**src/rtl/pc_sequencer.sv**
```systemverilog
// Fetch-stage program-counter unit: holds the PC, sequences it over a valid/ready
// handshake, applies branch/return redirects and keeps a circular return-address stack.
module pc_sequencer #(
  parameter int                ADDR_W    = 64,
  parameter int                INC       = 4,
  parameter int                OFF_W     = 26,
  parameter logic [ADDR_W-1:0] RESET_VEC = '0,
  parameter int                RAS_DEPTH = 4
) (
  input  logic              clk,
  input  logic              reset_n,
  input  logic              stall,
  input  logic              fetch_ready,
  input  logic              branch_taken,
  input  logic              branch_link,
  input  logic [ADDR_W-1:0] branch_base,
  input  logic [OFF_W-1:0]  branch_off,
  input  logic              ret,
  input  logic [ADDR_W-1:0] ret_reg,
  output logic [ADDR_W-1:0] pc,
  output logic              pc_valid,
  output logic [ADDR_W-1:0] pc_next_seq,
  output logic              ret_miss,
  output logic              ras_empty,
  output logic              ras_ovf
);

  localparam int                PTR_W = $clog2(RAS_DEPTH);
  localparam int                CNT_W = PTR_W + 1;
  localparam logic [ADDR_W-1:0] INC_A = ADDR_W'(INC);
  localparam logic [CNT_W-1:0]  FULL  = CNT_W'(RAS_DEPTH);

  typedef enum logic [1:0] {BOOT, RUN, BUBBLE} state_t;

  // Word offset is sign-extended to the full address width before scaling to bytes.
  function automatic logic [ADDR_W-1:0] branch_target(input logic [ADDR_W-1:0] base,
                                                     input logic [OFF_W-1:0]  off);
    logic signed [ADDR_W-1:0] off_ext;
    off_ext = {{(ADDR_W-OFF_W){off[OFF_W-1]}}, off};
    return base + $unsigned(off_ext <<< 2);
  endfunction

  state_t            state_q, state_d;
  logic [ADDR_W-1:0] pc_q, pc_d;
  logic              pc_valid_q, pc_valid_d;
  logic              ret_miss_q, ret_miss_d;
  logic              ras_ovf_q, ras_ovf_d;
  logic [PTR_W-1:0]  sp_q, sp_d;
  logic [CNT_W-1:0]  cnt_q, cnt_d;
  logic [ADDR_W-1:0] ras_q [RAS_DEPTH];

  logic              redirect, push, pop, empty, full;
  logic [PTR_W-1:0]  top_idx;

  assign top_idx = sp_q - PTR_W'(1);
  assign empty   = (cnt_q == '0);
  assign full    = (cnt_q == FULL);

  always_comb begin
    redirect   = branch_taken | ret;
    push       = branch_taken & branch_link;
    pop        = ret & ~branch_taken & ~empty;
    pc_d       = pc_q;
    sp_d       = sp_q;
    cnt_d      = cnt_q;
    ras_ovf_d  = ras_ovf_q;
    ret_miss_d = ret & ~branch_taken & empty;

    if (branch_taken) begin
      pc_d = branch_target(branch_base, branch_off);
    end else if (ret) begin
      pc_d = empty ? ret_reg : ras_q[top_idx];
    end else if (state_q == RUN && fetch_ready && !stall) begin
      pc_d = pc_q + INC_A;
    end

    // When full, sp already points at the oldest entry, so the push overwrites it.
    if (push) begin
      sp_d = sp_q + PTR_W'(1);
      if (full) ras_ovf_d = 1'b1;
      else      cnt_d     = cnt_q + CNT_W'(1);
    end else if (pop) begin
      sp_d  = top_idx;
      cnt_d = cnt_q - CNT_W'(1);
    end

    state_d    = redirect ? BUBBLE : RUN;
    pc_valid_d = (state_d == RUN);
  end

  always_ff @(posedge clk or negedge reset_n) begin
    if (!reset_n) begin
      state_q    <= BOOT;
      pc_q       <= RESET_VEC;
      pc_valid_q <= 1'b0;
      ret_miss_q <= 1'b0;
      ras_ovf_q  <= 1'b0;
      sp_q       <= '0;
      cnt_q      <= '0;
    end else begin
      state_q    <= state_d;
      pc_q       <= pc_d;
      pc_valid_q <= pc_valid_d;
      ret_miss_q <= ret_miss_d;
      ras_ovf_q  <= ras_ovf_d;
      sp_q       <= sp_d;
      cnt_q      <= cnt_d;
    end
  end

  // Stack storage needs no reset: an empty count makes stale entries unreachable.
  always_ff @(posedge clk) begin
    if (push) ras_q[sp_q] <= branch_base + INC_A;
  end

  assign pc          = pc_q;
  assign pc_valid    = pc_valid_q;
  assign pc_next_seq = pc_q + INC_A;
  assign ret_miss    = ret_miss_q;
  assign ras_empty   = empty;
  assign ras_ovf     = ras_ovf_q;

endmodule
```
**config.mk**
```make
export PLATFORM = sky130hd
export DESIGN_NAME = pc_sequencer
export DESIGN_NICKNAME = d
export VERILOG_FILES = /design/src/rtl/pc_sequencer.sv
export SDC_FILE = /design/constraint.sdc
export NUM_CORES = 1
export LEC_CHECK = 0
export CAP_MARGIN = 20
export CORE_MARGIN = 2
export CORE_UTILIZATION = 55
export CTS_BUF_LIST = sky130_fd_sc_hd__clkbuf_16
export DETAILED_ROUTE_END_ITERATION = 16
export PLACE_DENSITY = 0.92
export SETUP_SLACK_MARGIN = 0.2
export SYNTH_ARGS = -nofsm -noshare
export SYNTH_HDL_FRONTEND = slang
export SYNTH_SLANG_ARGS = --single-unit
```
**constraint.sdc**
```tcl
create_clock -name clk -period 4.6 [get_ports clk]
set_clock_uncertainty 0.05 [all_clocks]
set_input_delay 0.92 -clock clk [delete_from_list [all_inputs] [get_ports clk]]
set_output_delay 0.92 -clock clk [all_outputs]
set_load 0.05 [all_outputs]
```
==> results.md <==
* CTS Sinks at 329
* Cell variety after synth at 72
* CTS max path bufs at 3
* Synthesized net count at 2,041
* Max-cap violations at 0
* Net switching fraction of the power at 43.80%
* Top post-synthesis cells by area: edfxtp_1 (39%), dfrtp_1 (9.3%), mux4_2 (7.4%)
* Pwr dens at 547.4 nW/um^2
* Async S/R FF share, synth at 22.19%
* Final layout net count at 2,397
* RD Place Congestion at 0.9982
* Reg2reg path depth at 7
* P&R area growth vs syn at 27.64%
* CP Depth at 11
* Hpwl dp at 52,330 microns
* Power share of the clock group at 19.1%
* Clock Pin Slew Worst Setup and Hold Paths at 0.05 ns
* CP arrival at 3.40 ns
* Fin crit period at 4.371 ns
* Grt ovf at 0
* Die height at 192.6 microns
* CP delay by family, top: simple AND/OR/NAND/NOR gates
* Slowest cell on crit path: dfrtp_1
* FF-to-FF Start: sp_q[0]$_DFFE_PN0P_
* Placement row count at 69
* # port buffers at 292
* Final core occ at 70.71%
* Global-route usage over all layers at 37.68%
* CTS tree: yes
* Die width at 192.6 microns
* Crit path buf inv count at 4
* Final-report setup violation count at 0
* Ports at 293
* CP peak stage delay at 0.42 ns
* Status: finished clean
* Worst endpoint required time at 3.63 ns
* Total chip power at 13,670 uW
* Crit path kind: reg2out
* Starting Density at 55.40%
* Hold Buf Count CTS at 0
* Worst skew pair latency at 0.54 ns
* CP endpoint: pc_next_seq[62]
* FF-to-FF End: pc[43]$_DFFE_PN0P_
* Cell count after synthesis at 1,811
* Leak at 0.009496 uW
* DRT iter0 DRCs at 2,191
* Most frequent CP cell: buf_4
* Max frequency at 228.8 MHz
* Worst-path maximum fanout at 5
* Sequential area share after synthesis at 48.64%
* Hold/Removal Path Class: in2async
* CTS root buf: clkbuf_16
* Die ar. at 37,090 sq um
* Max Slew Vio Count at 0
* Crit. Startpoint: pc[3]$_DFFE_PN0P_
* Peak supply drop at 0.8948 mV
* Largest net degree at the start of global routing at 68
* Setup TNS at 0 ns
* H-tree levels at 2
* Total wire length at 70,040 microns
* Core ar. at 35,310 sq um
* Detailed-route wire length per cell at 26.36 microns
* CP endpoint kind: output port
* Top-area cell type share of the netlist area at 39.30%
* NetSw at 5987 uW
* Ys Warns at 0
* Sequential share of power at 30.2%
* Critical Path Start Type: flop
* Dominant synthesized flop cell: edfxtp_1
* Worst path cell trace: ha_2 -> inv_1 -> nor4_2 -> buf_4 -> nand4_1 -> nor3_1 -> buf_4 -> and3_1 -> and4_1 -> xor2_2 -> buf_12
* Final period utilization at 95.02%
* RSZ-0062 raised after global routing: yes
* Share of post-route cells with drive strength above 1 at 14.23%
* Max transition margin at 33.54%
* Post-synth EDFFs at 256
* Final hold vios at 0
* Vias in the first global route at 16,394
* Vias at 17,393
* CTS Buf Count at 36
* Residual DRC at 0
* Most frequent cells in the layout: edfxtp_1 (256), clkdlybuf4s50_1 (248), nand2_1 (219)
* Drt pass-1 iters at 6
* First-pass GRT wire length at 102,400 microns
* Commonest non-fill, non-tap cell in the layout: edfxtp_1
* Via/cell ratio at 6.546
* FF-to-FF setup slack at 1.32 ns
* Avg Synthesized Cell Area at 10.80 sq um
* Initial antenna violation count at 5
* Fillers at 2,476
* Int Power at 7682 uW
* Yosys reg bits at 329
* Antenna-violating nets left at 0
* Cell taking the most area after synthesis: edfxtp_1
* Cell Area, Synth at 19,560 sq um
* Worst Max-Slew Pin Slew at 0.9969 ns
* Part of the power in combinational logic at 50.7%
worst reg2reg max path, delay by kind of cell (launching register included):
family	cells	cell delay, ns
adders and majority gates	1	0.91
muxes	2	0.86
AOI/OAI and AO/OA	2	0.47
buffers and inverters	2	0.46
DFF	1	0.42
power by group through the flow:
stage               Clock (uW)  Combinational, uW  Sequential (uW)
floorplan                    0               3540             4650
CTS                       2620               6780             4100
detailed placement           0               6770             4150
finish                    2620               6930             4120
global placement             0               6690             4110
global route              2740               7180             4160
logic make-up after synthesis:
group           share of synthesized area [%]
fa+ha+maj                               4.490
simple gates                            14.15
buf+inv                                 2.590
flops                                   48.64
xor+xnor                                8.418
compound gates                          13.48
mux                                     8.238
area by class of cell:
| type | instances | area [sq um] | area share (%) |
|---|---|---|---|
| multi-input combinational | 1350 | 9610 | 38.49 |
| sequential | 329 | 9522 | 38.13 |
| timing repair buffer | 418 | 4086 | 16.37 |
| clock buffer | 36 | 900.9 | 3.608 |
| tap | 461 | 576.8 | 2.310 |
| clock inverter | 27 | 142.6 | 0.5713 |
| inverter | 32 | 120.1 | 0.4811 |
| antenna | 4 | 10.01 | 0.04009 |
what timing repair did:
action | CTS | global route
setup endpoints to repair | 11 | 17
pin swaps | 0 | 1
endpoints found under the hold margin | 0 | 0
buffers inserted | 1 | 1
gates resized for setup | 12 | 15
worst min path at each step:
stage                                      end  slack [ns]  cells after the start
after CTS                   pc[14]$_DFFE_PN0P_        0.42                      1
after global routing         pc[2]$_DFFE_PN0P_        0.45                      1
after global placement     ras_ovf$_DFFE_PN0P_        0.42                      1
after floorplan           cnt_q[1]$_DFFE_PN0P_        0.50                      1
final                       pc[11]$_DFFE_PN0P_        0.38                      1
after detailed placement   ras_ovf$_DFFE_PN0P_        0.41                      1
cells in the mapped netlist, types with 10 or more instances:
library cell  instances
a21o_1               30
a21oi_1             139
a221oi_1             14
a31oi_1              25
and2_1               10
and3_1               31
buf_1                18
clkbuf_1             77
dfrtp_1              73
edfxtp_1            256
ha_1                 67
inv_1                32
mux2i_1              17
mux4_2               64
nand2_1             219
nand3_1              79
nand4_1              39
nor2_1              123
nor3_1               34
o211ai_1             14
o21ai_0              90
o21bai_1             18
o22ai_1              10
or3_1                10
xnor2_1             122
xor2_1               66
metrics by stage:
step                      cells  area, sq um  hold WS, ns  worst slack (ns)
after global placement     2588        23900       0.4172           0.06372
after global routing       2657        24970       0.4483            0.1616
final                      2657        24970       0.3836            0.2290
after floorplan            1811        19580       0.4994            0.2094
after CTS                  2652        24940       0.4203            0.1407
after detailed placement   2588        23900       0.4089          0.004038
flip-flops by register name (all words and copies together), names as in the netlist:
register / cells
cnt_q: 3
pc: 64
ras_ovf: 1
ras_q: 256
ret_miss: 1
sp_q: 2
state_q: 2
routing by layer:
metal | up-vias | track usage, % | wire (microns)
met1 | 8399 | 55.17 | 28790
met4 | 2 | 15.53 | 3146
li1 | 7517 | - | -
met3 | 218 | 8.983 | 8342
met5 | - | 0 | 13
met2 | 1257 | 53.86 | 29740
(Power assumes the default switching activity.)
